`config.mk`:
```
export PLATFORM = sky130hd
export DESIGN_NAME = l2_bus_request_decoder
export DESIGN_NICKNAME = d
export VERILOG_FILES = /design/src/rtl/l2_bus_pkg.sv /design/src/rtl/l2_req_fifo.sv /design/src/rtl/l2_bus_request_decoder.sv
export SDC_FILE = /design/constraint.sdc
export NUM_CORES = 1
export LEC_CHECK = 0
export ABC_AREA = 1
export CAP_MARGIN = 20
export CORE_MARGIN = 4
export CORE_UTILIZATION = 45
export CTS_CLUSTER_DIAMETER = 60
export DETAILED_ROUTE_END_ITERATION = 8
export DONT_BUFFER_PORTS = 1
export GPL_ROUTABILITY_DRIVEN = 0
export SLEW_MARGIN = 40
export SYNTH_ARGS = -nofsm -noshare
export SYNTH_HDL_FRONTEND = slang
export SYNTH_HIERARCHICAL = 1
export SYNTH_SLANG_ARGS = --single-unit
```
`constraint.sdc`:
```
create_clock -name clk -period 5.9 [get_ports clk]
set_input_delay 0.59 -clock clk [delete_from_list [all_inputs] [get_ports clk]]
set_output_delay 0.59 -clock clk [all_outputs]
set_load 0.05 [all_outputs]
```
`src/rtl/l2_bus_pkg.sv`:
```
// Shared types and ASCII opcode decode for the L2 bus request decoder.
package l2_bus_pkg;

  // Numbering matches the trace command numbering.
  typedef enum logic [2:0] {
    OP_DR = 3'd0,
    OP_DW = 3'd1,
    OP_IR = 3'd2,
    OP_SI = 3'd3,
    OP_SR = 3'd4,
    OP_SW = 3'd5,
    OP_SM = 3'd6
  } op_e;

  localparam logic [15:0] AsciiDr = 16'h4452;
  localparam logic [15:0] AsciiDw = 16'h4457;
  localparam logic [15:0] AsciiIr = 16'h4952;
  localparam logic [7:0]  AsciiI  = 8'h49;
  localparam logic [7:0]  AsciiR  = 8'h52;
  localparam logic [7:0]  AsciiW  = 8'h57;
  localparam logic [7:0]  AsciiM  = 8'h4D;

  typedef struct packed {
    logic legal;
    op_e  op;
  } dec_t;

  function automatic dec_t decode_l1(input logic [15:0] ascii);
    dec_t d;
    d.legal = 1'b1;
    d.op    = OP_DR;
    case (ascii)
      AsciiDr: d.op = OP_DR;
      AsciiDw: d.op = OP_DW;
      AsciiIr: d.op = OP_IR;
      default: d.legal = 1'b0;
    endcase
    return d;
  endfunction

  function automatic dec_t decode_snoop(input logic [7:0] ascii);
    dec_t d;
    d.legal = 1'b1;
    d.op    = OP_SI;
    case (ascii)
      AsciiI:  d.op = OP_SI;
      AsciiR:  d.op = OP_SR;
      AsciiW:  d.op = OP_SW;
      AsciiM:  d.op = OP_SM;
      default: d.legal = 1'b0;
    endcase
    return d;
  endfunction

endpackage

```
`src/rtl/l2_req_fifo.sv`:
```
// Synchronous FIFO; pushes while full and pops while empty are ignored.
module l2_req_fifo #(
  parameter int unsigned Width = 8,
  parameter int unsigned Depth = 4,
  localparam int unsigned PtrW = $clog2(Depth),
  localparam int unsigned CntW = PtrW + 1
) (
  input  logic             clk_i,
  input  logic             rst_ni,
  input  logic             push_i,
  input  logic [Width-1:0] data_i,
  input  logic             pop_i,
  output logic [Width-1:0] data_o,
  output logic             full_o,
  output logic             empty_o,
  output logic [CntW-1:0]  count_o
);

  logic [Width-1:0] mem_q [Depth];
  logic [PtrW-1:0]  wr_ptr_q, rd_ptr_q;
  logic [CntW-1:0]  count_q;
  logic             do_push, do_pop;

  // Fullness is taken from the pre-edge count, so a same-edge pop never frees a slot.
  assign full_o  = (count_q == CntW'(Depth));
  assign empty_o = (count_q == '0);
  assign count_o = count_q;
  assign do_push = push_i & ~full_o;
  assign do_pop  = pop_i & ~empty_o;
  assign data_o  = mem_q[rd_ptr_q];

  // Storage write; contents need no reset since the count guards reads.
  always_ff @(posedge clk_i) begin
    if (do_push) begin
      mem_q[wr_ptr_q] <= data_i;
    end
  end

  // Pointers wrap naturally because Depth is a power of two.
  always_ff @(posedge clk_i or negedge rst_ni) begin
    if (!rst_ni) begin
      wr_ptr_q <= '0;
      rd_ptr_q <= '0;
      count_q  <= '0;
    end else begin
      if (do_push) wr_ptr_q <= wr_ptr_q + PtrW'(1);
      if (do_pop)  rd_ptr_q <= rd_ptr_q + PtrW'(1);
      count_q <= count_q + CntW'(do_push) - CntW'(do_pop);
    end
  end

endmodule

```
`src/rtl/l2_bus_request_decoder.sv`:
```
// Decodes L1 and snoop ASCII ops, buffers each side, and presents one request at
// a time to the L2 controller with snoop priority and an L1 anti-starvation guard.
module l2_bus_request_decoder
  import l2_bus_pkg::*;
#(
  parameter int unsigned ADDR_W          = 32,
  parameter int unsigned L1_DEPTH        = 4,
  parameter int unsigned SNOOP_DEPTH     = 4,
  parameter int unsigned MAX_SNOOP_BURST = 3
) (
  input  logic              clk,
  input  logic              reset_n,
  input  logic              l1_valid,
  input  logic [15:0]       l1_op,
  input  logic [ADDR_W-1:0] l1_addr,
  input  logic              snoop_valid,
  input  logic [7:0]        snoop_op,
  input  logic [ADDR_W-1:0] snoop_addr,
  output logic              req_valid,
  input  logic              req_ready,
  output logic [2:0]        req_op,
  output logic [ADDR_W-1:0] req_addr,
  output logic              req_is_snoop,
  output logic              l1_overflow,
  output logic              snoop_overflow,
  output logic              illegal_op,
  output logic [15:0]       illegal_count
);

  localparam int unsigned EntryW = ADDR_W + 3;
  localparam int unsigned BurstW = (MAX_SNOOP_BURST > 0) ? $clog2(MAX_SNOOP_BURST + 1) : 1;
  localparam int unsigned L1CntW = $clog2(L1_DEPTH) + 1;
  localparam int unsigned SnCntW = $clog2(SNOOP_DEPTH) + 1;

  dec_t              l1_dec, sn_dec;
  logic              l1_push, sn_push, l1_ill, sn_ill;
  logic              l1_full, l1_empty, sn_full, sn_empty;
  logic [L1CntW-1:0] l1_count;
  logic [SnCntW-1:0] sn_count;
  logic [EntryW-1:0] l1_head, sn_head;
  logic              load, burst_hit, sn_grant, l1_grant;
  logic [BurstW-1:0] burst_q, burst_d;
  logic              req_valid_q, req_is_snoop_q;
  op_e               req_op_q;
  logic [ADDR_W-1:0] req_addr_q;
  logic              l1_overflow_q, snoop_overflow_q, illegal_op_q;
  logic [15:0]       illegal_count_q, illegal_count_d;
  logic [16:0]       ill_sum;
  logic              unused_counts;

  assign l1_dec  = decode_l1(l1_op);
  assign sn_dec  = decode_snoop(snoop_op);
  assign l1_push = l1_valid & l1_dec.legal;
  assign sn_push = snoop_valid & sn_dec.legal;
  assign l1_ill  = l1_valid & ~l1_dec.legal;
  assign sn_ill  = snoop_valid & ~sn_dec.legal;

  assign unused_counts = ^{l1_count, sn_count};

  l2_req_fifo #(
    .Width (EntryW),
    .Depth (L1_DEPTH)
  ) u_l1_fifo (
    .clk_i   (clk),
    .rst_ni  (reset_n),
    .push_i  (l1_push),
    .data_i  ({l1_dec.op, l1_addr}),
    .pop_i   (l1_grant),
    .data_o  (l1_head),
    .full_o  (l1_full),
    .empty_o (l1_empty),
    .count_o (l1_count)
  );

  l2_req_fifo #(
    .Width (EntryW),
    .Depth (SNOOP_DEPTH)
  ) u_snoop_fifo (
    .clk_i   (clk),
    .rst_ni  (reset_n),
    .push_i  (sn_push),
    .data_i  ({sn_dec.op, snoop_addr}),
    .pop_i   (sn_grant),
    .data_o  (sn_head),
    .full_o  (sn_full),
    .empty_o (sn_empty),
    .count_o (sn_count)
  );

  // Arbitration: snoop first unless the burst budget is spent while L1 waits.
  always_comb begin
    load      = ~req_valid_q | req_ready;
    burst_hit = (burst_q == BurstW'(MAX_SNOOP_BURST)) & ~l1_empty;
    sn_grant  = load & ~sn_empty & ~burst_hit;
    l1_grant  = load & ~l1_empty & ~sn_grant;
    burst_d   = burst_q;
    if (l1_empty || l1_grant) begin
      burst_d = '0;
    end else if (sn_grant) begin
      burst_d = burst_q + BurstW'(1);
    end
  end

  // Two illegal ops at one edge add 2; the sum is clamped at all-ones.
  always_comb begin
    ill_sum         = {1'b0, illegal_count_q} + 17'(l1_ill) + 17'(sn_ill);
    illegal_count_d = ill_sum[16] ? 16'hFFFF : ill_sum[15:0];
  end

  // Output register holds its payload until accepted.
  always_ff @(posedge clk or negedge reset_n) begin
    if (!reset_n) begin
      req_valid_q    <= 1'b0;
      req_op_q       <= OP_DR;
      req_addr_q     <= '0;
      req_is_snoop_q <= 1'b0;
    end else if (load) begin
      req_valid_q <= sn_grant | l1_grant;
      if (sn_grant) begin
        req_op_q       <= op_e'(sn_head[EntryW-1 -: 3]);
        req_addr_q     <= sn_head[ADDR_W-1:0];
        req_is_snoop_q <= 1'b1;
      end else if (l1_grant) begin
        req_op_q       <= op_e'(l1_head[EntryW-1 -: 3]);
        req_addr_q     <= l1_head[ADDR_W-1:0];
        req_is_snoop_q <= 1'b0;
      end
    end
  end

  // Sticky overflow flags, illegal pulse/count and burst counter.
  always_ff @(posedge clk or negedge reset_n) begin
    if (!reset_n) begin
      l1_overflow_q    <= 1'b0;
      snoop_overflow_q <= 1'b0;
      illegal_op_q     <= 1'b0;
      illegal_count_q  <= '0;
      burst_q          <= '0;
    end else begin
      if (l1_push && l1_full) l1_overflow_q    <= 1'b1;
      if (sn_push && sn_full) snoop_overflow_q <= 1'b1;
      illegal_op_q    <= l1_ill | sn_ill;
      illegal_count_q <= illegal_count_d;
      burst_q         <= burst_d;
    end
  end

  assign req_valid      = req_valid_q;
  assign req_op         = req_op_q;
  assign req_addr       = req_addr_q;
  assign req_is_snoop   = req_is_snoop_q;
  assign l1_overflow    = l1_overflow_q;
  assign snoop_overflow = snoop_overflow_q;
  assign illegal_op     = illegal_op_q;
  assign illegal_count  = illegal_count_q;

endmodule

```
Yosys cells after proc, flatten, opt, wreduce, memory -nomap -nowiden. Memory sizes are Yosys's and may differ from the RTL's. Cells that the tools add are included.

Output and inout bits: 56. RAM bits: 276. Logic and storage cells: 90. Bits in registers: 72. Memories kept: 2.

Mux-type cells: 17. Equal/unequal tests: 10. Reduce and logical (&&, ||, !) cells: 10. Add/sub/neg operators: 11. Bitwise operators: 25.

Memories: u_snoop_fifo.mem_q (words 4, bits a word 35, rd ports 1, clocked after Yosys merged registers in 0, wr ports 1, line l2_req_fifo.sv:19) `logic [Width-1:0] mem_q [Depth];`; u_l1_fifo.mem_q (words 4, bits a word 34, rd ports 1, clocked after Yosys merged registers in 0, wr ports 1, line l2_req_fifo.sv:19).

Operator list (number): $mux 32 (2); $eq 16x15->1 const B (3); $eq 8x7->1 const B (4); $add 16x1->17 (1); $add 17x1->17 (1); $mux 16 (1); $and 1x1->1 (13); $add 2x1->2 const B (5); $not 1->1 (9); $pmux 3 s3 (1); $mux 1 (8); $add 3x1->3 (2); $eq 3x3->1 const B (2); $logic_not 3->1 (2); $mux 3 (2); $sub 3x1->3 (2); $mux 2 (2); $pmux 2 s2 (1); $reduce_bool 2->1 (2); $reduce_or 4->1 (1); $or 1x1->1 (3); $reduce_or 3->1 (1); $eq 2x2->1 const B (1); $logic_and 1x1->1 (2); 2 further kinds (2).

Logic depth before layout (Yosys ltp).
Depth after elaboration: 9. Gate-level depth with buffers: 20. Gate-level depth less buffers: 18.

Modules after synthesis. Netlist, hierarchy kept.

Modules (own cells, without submodules): l2_req_fifo (instances 2, cells an instance 503, sequential area each 4379.2 sq um, area an instance 5954.5 sq um); l2_bus_request_decoder (instances 1, cells an instance 388, sequential area each 1451.4 sq um, area an instance 3080.5 sq um).

Worst setup path after synthesis. Ideal clock, no wire load.

Path type: input to register. From: input port snoop_op[3]. To: memory u_snoop_fifo/mem_q[0][0] in the netlist's numbering, enable pin. Slack: 2506 ps. Arrival: 2967 ps. Stages: 7. Setup time: 427 ps. Buffers on the path: 0. Cell sequence: nor3_1 > nand3_1 > o21ai_0 > inv_1 > nor2_1 > nand2_1 > nor2_1.

Word-level cells in the longest chain between the ends: 7. Elaborated cells between the ends (all ways): 10.

Ends and longest elaborated chain: from (decl) (line l2_bus_request_decoder.sv:17) `input logic [7:0] snoop_op,`; $eq 8x7->1 (line l2_bus_pkg.sv:45) `case (ascii)`; $reduce_or 4->1 (no line) (*); $mux 1 (*) (line l2_bus_pkg.sv:45); $and 1x1->1 (*) (line l2_bus_request_decoder.sv:54) `assign sn_push = snoop_valid & sn_dec.legal;`; via sn_push (line l2_bus_request_decoder.sv:36) `logic l1_push, sn_push, l1_ill, sn_ill;`; $and 1x1->1 (*) (line l2_req_fifo.sv:28) `assign do_push = push_i & ~full_o;`; $mux 1 (*) (line l2_req_fifo.sv:34) `if (do_push) begin`; $mux 1 (implied by the code) (*) (line l2_req_fifo.sv:35) `mem_q[wr_ptr_q] <= data_i;`; to (decl) (line l2_req_fifo.sv:19).

Mark *: on every way through the listed nets, which the timed path passes. The rest lies on a longest branch.

Final worst setup path.
From: register u_l1_fifo.count_q[1], in the netlist u_l1_fifo/count_o[1]. To: register u_snoop_fifo.count_q[2], in the netlist u_snoop_fifo/count_o[2].

Word-level cells in the longest chain between the ends: 7.

Ends and longest elaborated chain: from (decl) (line l2_req_fifo.sv:21) `logic [CntW-1:0] count_q;`; from (signal assigned) (line l2_req_fifo.sv:48) `count_q <= count_q + CntW'(do_push) - CntW'(do_pop);`; $logic_not 3->1 (line l2_req_fifo.sv:26) `assign empty_o = (count_q == '0);`; via l1_empty (line l2_bus_request_decoder.sv:37) `logic l1_full, l1_empty, sn_full, sn_empty;`; $not 1->1 (line l2_bus_request_decoder.sv:93) `burst_hit = (burst_q == BurstW'(MAX_SNOOP_BURST)) & ~l1_empty;`; $and 1x1->1 (line l2_bus_request_decoder.sv:93); $not 1->1 (line l2_bus_request_decoder.sv:94) `sn_grant = load & ~sn_empty & ~burst_hit;`; $and 1x1->1 (line l2_bus_request_decoder.sv:94); $and 1x1->1 (line l2_req_fifo.sv:29) `assign do_pop = pop_i & ~empty_o;`; via u_snoop_fifo.do_pop (line l2_req_fifo.sv:22) `logic do_push, do_pop;`; $sub 3x1->3 (line l2_req_fifo.sv:48); to (signal assigned) (line l2_req_fifo.sv:48); to (decl) (line l2_req_fifo.sv:21).

The timed path passes the listed nets, and every way through them passes these cells. A chain may end at the register's enable or synchronous reset.

==> metrics <==
status completed; period utilization ~54%; DRC Markers 0; vias in the first global route between 8k and 9k; total CTS buffers 38; Max-Cap Viols 0; Seq pwr share 50.7%; Clock Skew ~0.013 ns; Via density ~4.9; I/O Buffers 0; reg2reg start u_l1_fifo/count_o[1]; TritonCTS clock tree done; Synth area leaders edfxtp_1, dfrtp_1, nand2_1; Row Count 66; area of the core approximately 33,000 sq um; Routed Antenna Nets 0; CP bufs+invs 7; Max VDD drop 195 uV; P_sw 2540 uW; hold_ws ~0.16 ns; Post-DP HPWL 21,000 microns; logic gate share of total power 17.7%; Crit. path cell count 17; Clock Path Buffers 3; routed wire length approximately 32,000 microns; final hold violation count 0; Setup Fix Bufs, Post-CTS 0; first-pass GRT wire length 49,400 microns; starting density of the core 45.8%; clock root buffer clkbuf_16; DP Cell Count 1,796; final count of negative-setup-slack endpoints 0; Synth warnings 6; total power approximately 7000 uW; cell internal pwr 4600 uW; met2 Track Usage GR a little over a quarter; max incr delay on CP 0.45 ns; Synth Cell Area roughly 15,000 sq um; Boundary Pins 149; sequential share of the synthesized area 68.1%; GRT overflow 0; critical path endpoint category flip-flop; max-slew violations 0; r2r worst-path depth 17; layer with the highest usage met2; GRT Total Usage 17.3%; initial antenna violation count 0; Worst-Skew Late Latency approximately 0.52 ns; WL per Instance ~17 microns; cell chain of the critical path nor2_1 -> nand2_1 -> inv_1 -> inv_2 -> nand2_1 -> nand3_2 -> inv_1 -> buf_4 -> nand2_1 -> inv_1 -> ha_1 -> inv_1 -> ha_1 -> inv_1 -> fa_1 -> nand3_1 -> nand2_1; crit-path max FO 40; hold path cells 0; die height 191 microns; clk slew on worst S/H paths 0.06 ns; sw frac 35.6%; H-tree depth 2; detailed-route via count 9,121; Cell Pwr Density 429 nW/um^2; Worst Setup SP u_l1_fifo/count_o[1]; fraction of layout cells with a size suffix above 1 7.16%; Critical Path RT 6.30 ns; RSZ-0062 raised after global routing false; P&R area growth vs syn 11.0%; Die ar. 36,300 sq um; TNS Setup 0 ns; Fmax achieved 311 MHz; initial drt markers 626; die width 191 microns; Hold WC Path Type input port to flip-flop; CP arrival between 3 and 4 ns; nets ~1.5k; CP startpoint kind flip-flop; Pre-Repair DR Iteration Count 5; leakage 0.00662 uW; area leader, netlist edfxtp_1; fin util 50.9%; slowest stage cell on the critical path nand3_2; CP Class flip-flop to flip-flop; clock power share between 30% and 40%; Diodes inserted 0; Yosys cell types 32; origin of the worst min-delay path snoop_addr[6]; Finished Layout Cells 1,867; # clock sinks 352; Synth top area share 56.1%; cells after synthesis 1,394; largest net degree at the start of global routing 82; Max-slew headroom a little under half; Final min period ~3.2 ns; cell repeated most along the worst path inv_1; CP top delay family simple AND/OR/NAND/NOR gates; routing usage on met3 between 4 and 5%; met1 Use GR a little under a quarter; syn avg cell area 10.8 sq um; Worst-Margin Slew 0.780 ns; flops & latches, synth 352
registers in the layout (all words and copies together) (netlist names), 3 cells and up:
| signal | cells |
|---|---|
| illegal_count | 16 |
| req_op | 3 |
| u_l1_fifo/mem_q | 140 |
| u_snoop_fifo/count_o | 3 |
| req_addr | 32 |
| u_snoop_fifo/mem_q | 140 |
| u_l1_fifo/count_o | 3 |
Yosys cell counts:
cell      count
nand2_1     338
edfxtp_1    280
nor2_1      165
inv_1       142
o21ai_0     131
o21ai_1      89
dfrtp_1      72
nand3_1      32
or2_0        27
buf_2        20
ha_1         14
buf_6        11
clkbuf_1     10
or2_2         9
buf_4         7
inv_2         7
clkbuf_2      6
nor3_1        6
nand4_1       5
buf_12        4
fa_1          3
xnor2_1       3
buf_1         2
nand3_2       2
xor2_1        2
a21boi_0      1
conb_1        1
nand2_2       1
nor2_2        1
nor3_4        1
o31ai_1       1
or2_1         1
stage by stage:
step                setup slack, ns  cell area (sq um)
floorplan                      2.51              15000
global placement               2.71              15300
detailed placement             2.67              15400
CTS                            2.66              16600
global route                   2.24              16600
finish                         2.69              16600
power groups by stage:
stage	combinational [uW]	clock (uW)	sequential (uW)
after global routing	1460	2410	3640
after floorplan	1060	0	3560
after CTS	1280	2320	3630
after global placement	1220	0	3680
after detailed placement	1250	0	3680
final	1270	2250	3620
per-layer routing:
layer / part of all wire, % / routed length, microns
met5: 0 / 0
met1: 45 / 14200
met3: 7.0 / 2220
met2: 46 / 14400
met4: 2.4 / 756
timing repair:
action                                  4_1_cts  5_1_grt
endpoints found under the setup margin        0        0
hold buffers                                  2        0
gates resized for setup                       0        0
endpoints found under the hold margin        72        0
cell usage in the layout (no fill, tap or decap), types with 2 or more instances in the layout:
cell type	count
buf_16	5
buf_4	10
buf_8	3
bufinv_16	2
clkbuf_1	12
clkbuf_16	38
clkbuf_8	3
clkinv_1	4
clkinv_2	5
conb_1	4
dfrtp_1	70
dfrtp_2	2
edfxtp_1	280
fa_1	3
ha_1	14
inv_1	142
inv_2	7
inv_6	2
nand2_1	338
nand3_1	32
nand3_2	2
nand4_1	5
nor2_1	157
nor2_4	8
nor3_1	6
o21ai_0	130
o21ai_1	90
or2_0	27
or2_2	9
xnor2_1	3
xor2_1	2
area by class of cell:
type	count	area, sq um
Tap cell	442	553
Clock buffer	53	1040
Fill cell	2888	16100
Sequential cell	352	10200
Inverter	149	559
Timing Repair Buffer	19	268
Clock inverter	16	153
Multi-Input combinational cell	836	3860
worst paths after layout:
check                                            to  slack, ns
min in group asynchronous              req_addr[31]       0.67
max in group asynchronous     u_l1_fifo/rd_ptr_q[0]       4.92
max reg2reg                 u_snoop_fifo/count_o[2]       2.69
min reg2reg                u_snoop_fifo/rd_ptr_q[1]       0.49
max                         u_snoop_fifo/count_o[2]       2.69
min                        u_snoop_fifo/mem_q[3][6]       0.16
kinds of logic after synthesis:
group	Yosys count	share of synthesized area, %
buffers and inverters	209	6.61
other	1	0.0250
XOR/XNOR	5	0.292
AO/OA/AOI/OAI	222	7.45
AND/OR/NAND/NOR	588	15.9
flip-flops	352	68.1
adder cells (fa/ha/maj)	17	1.57
Note: power is estimated with default switching activity, not from simulation.
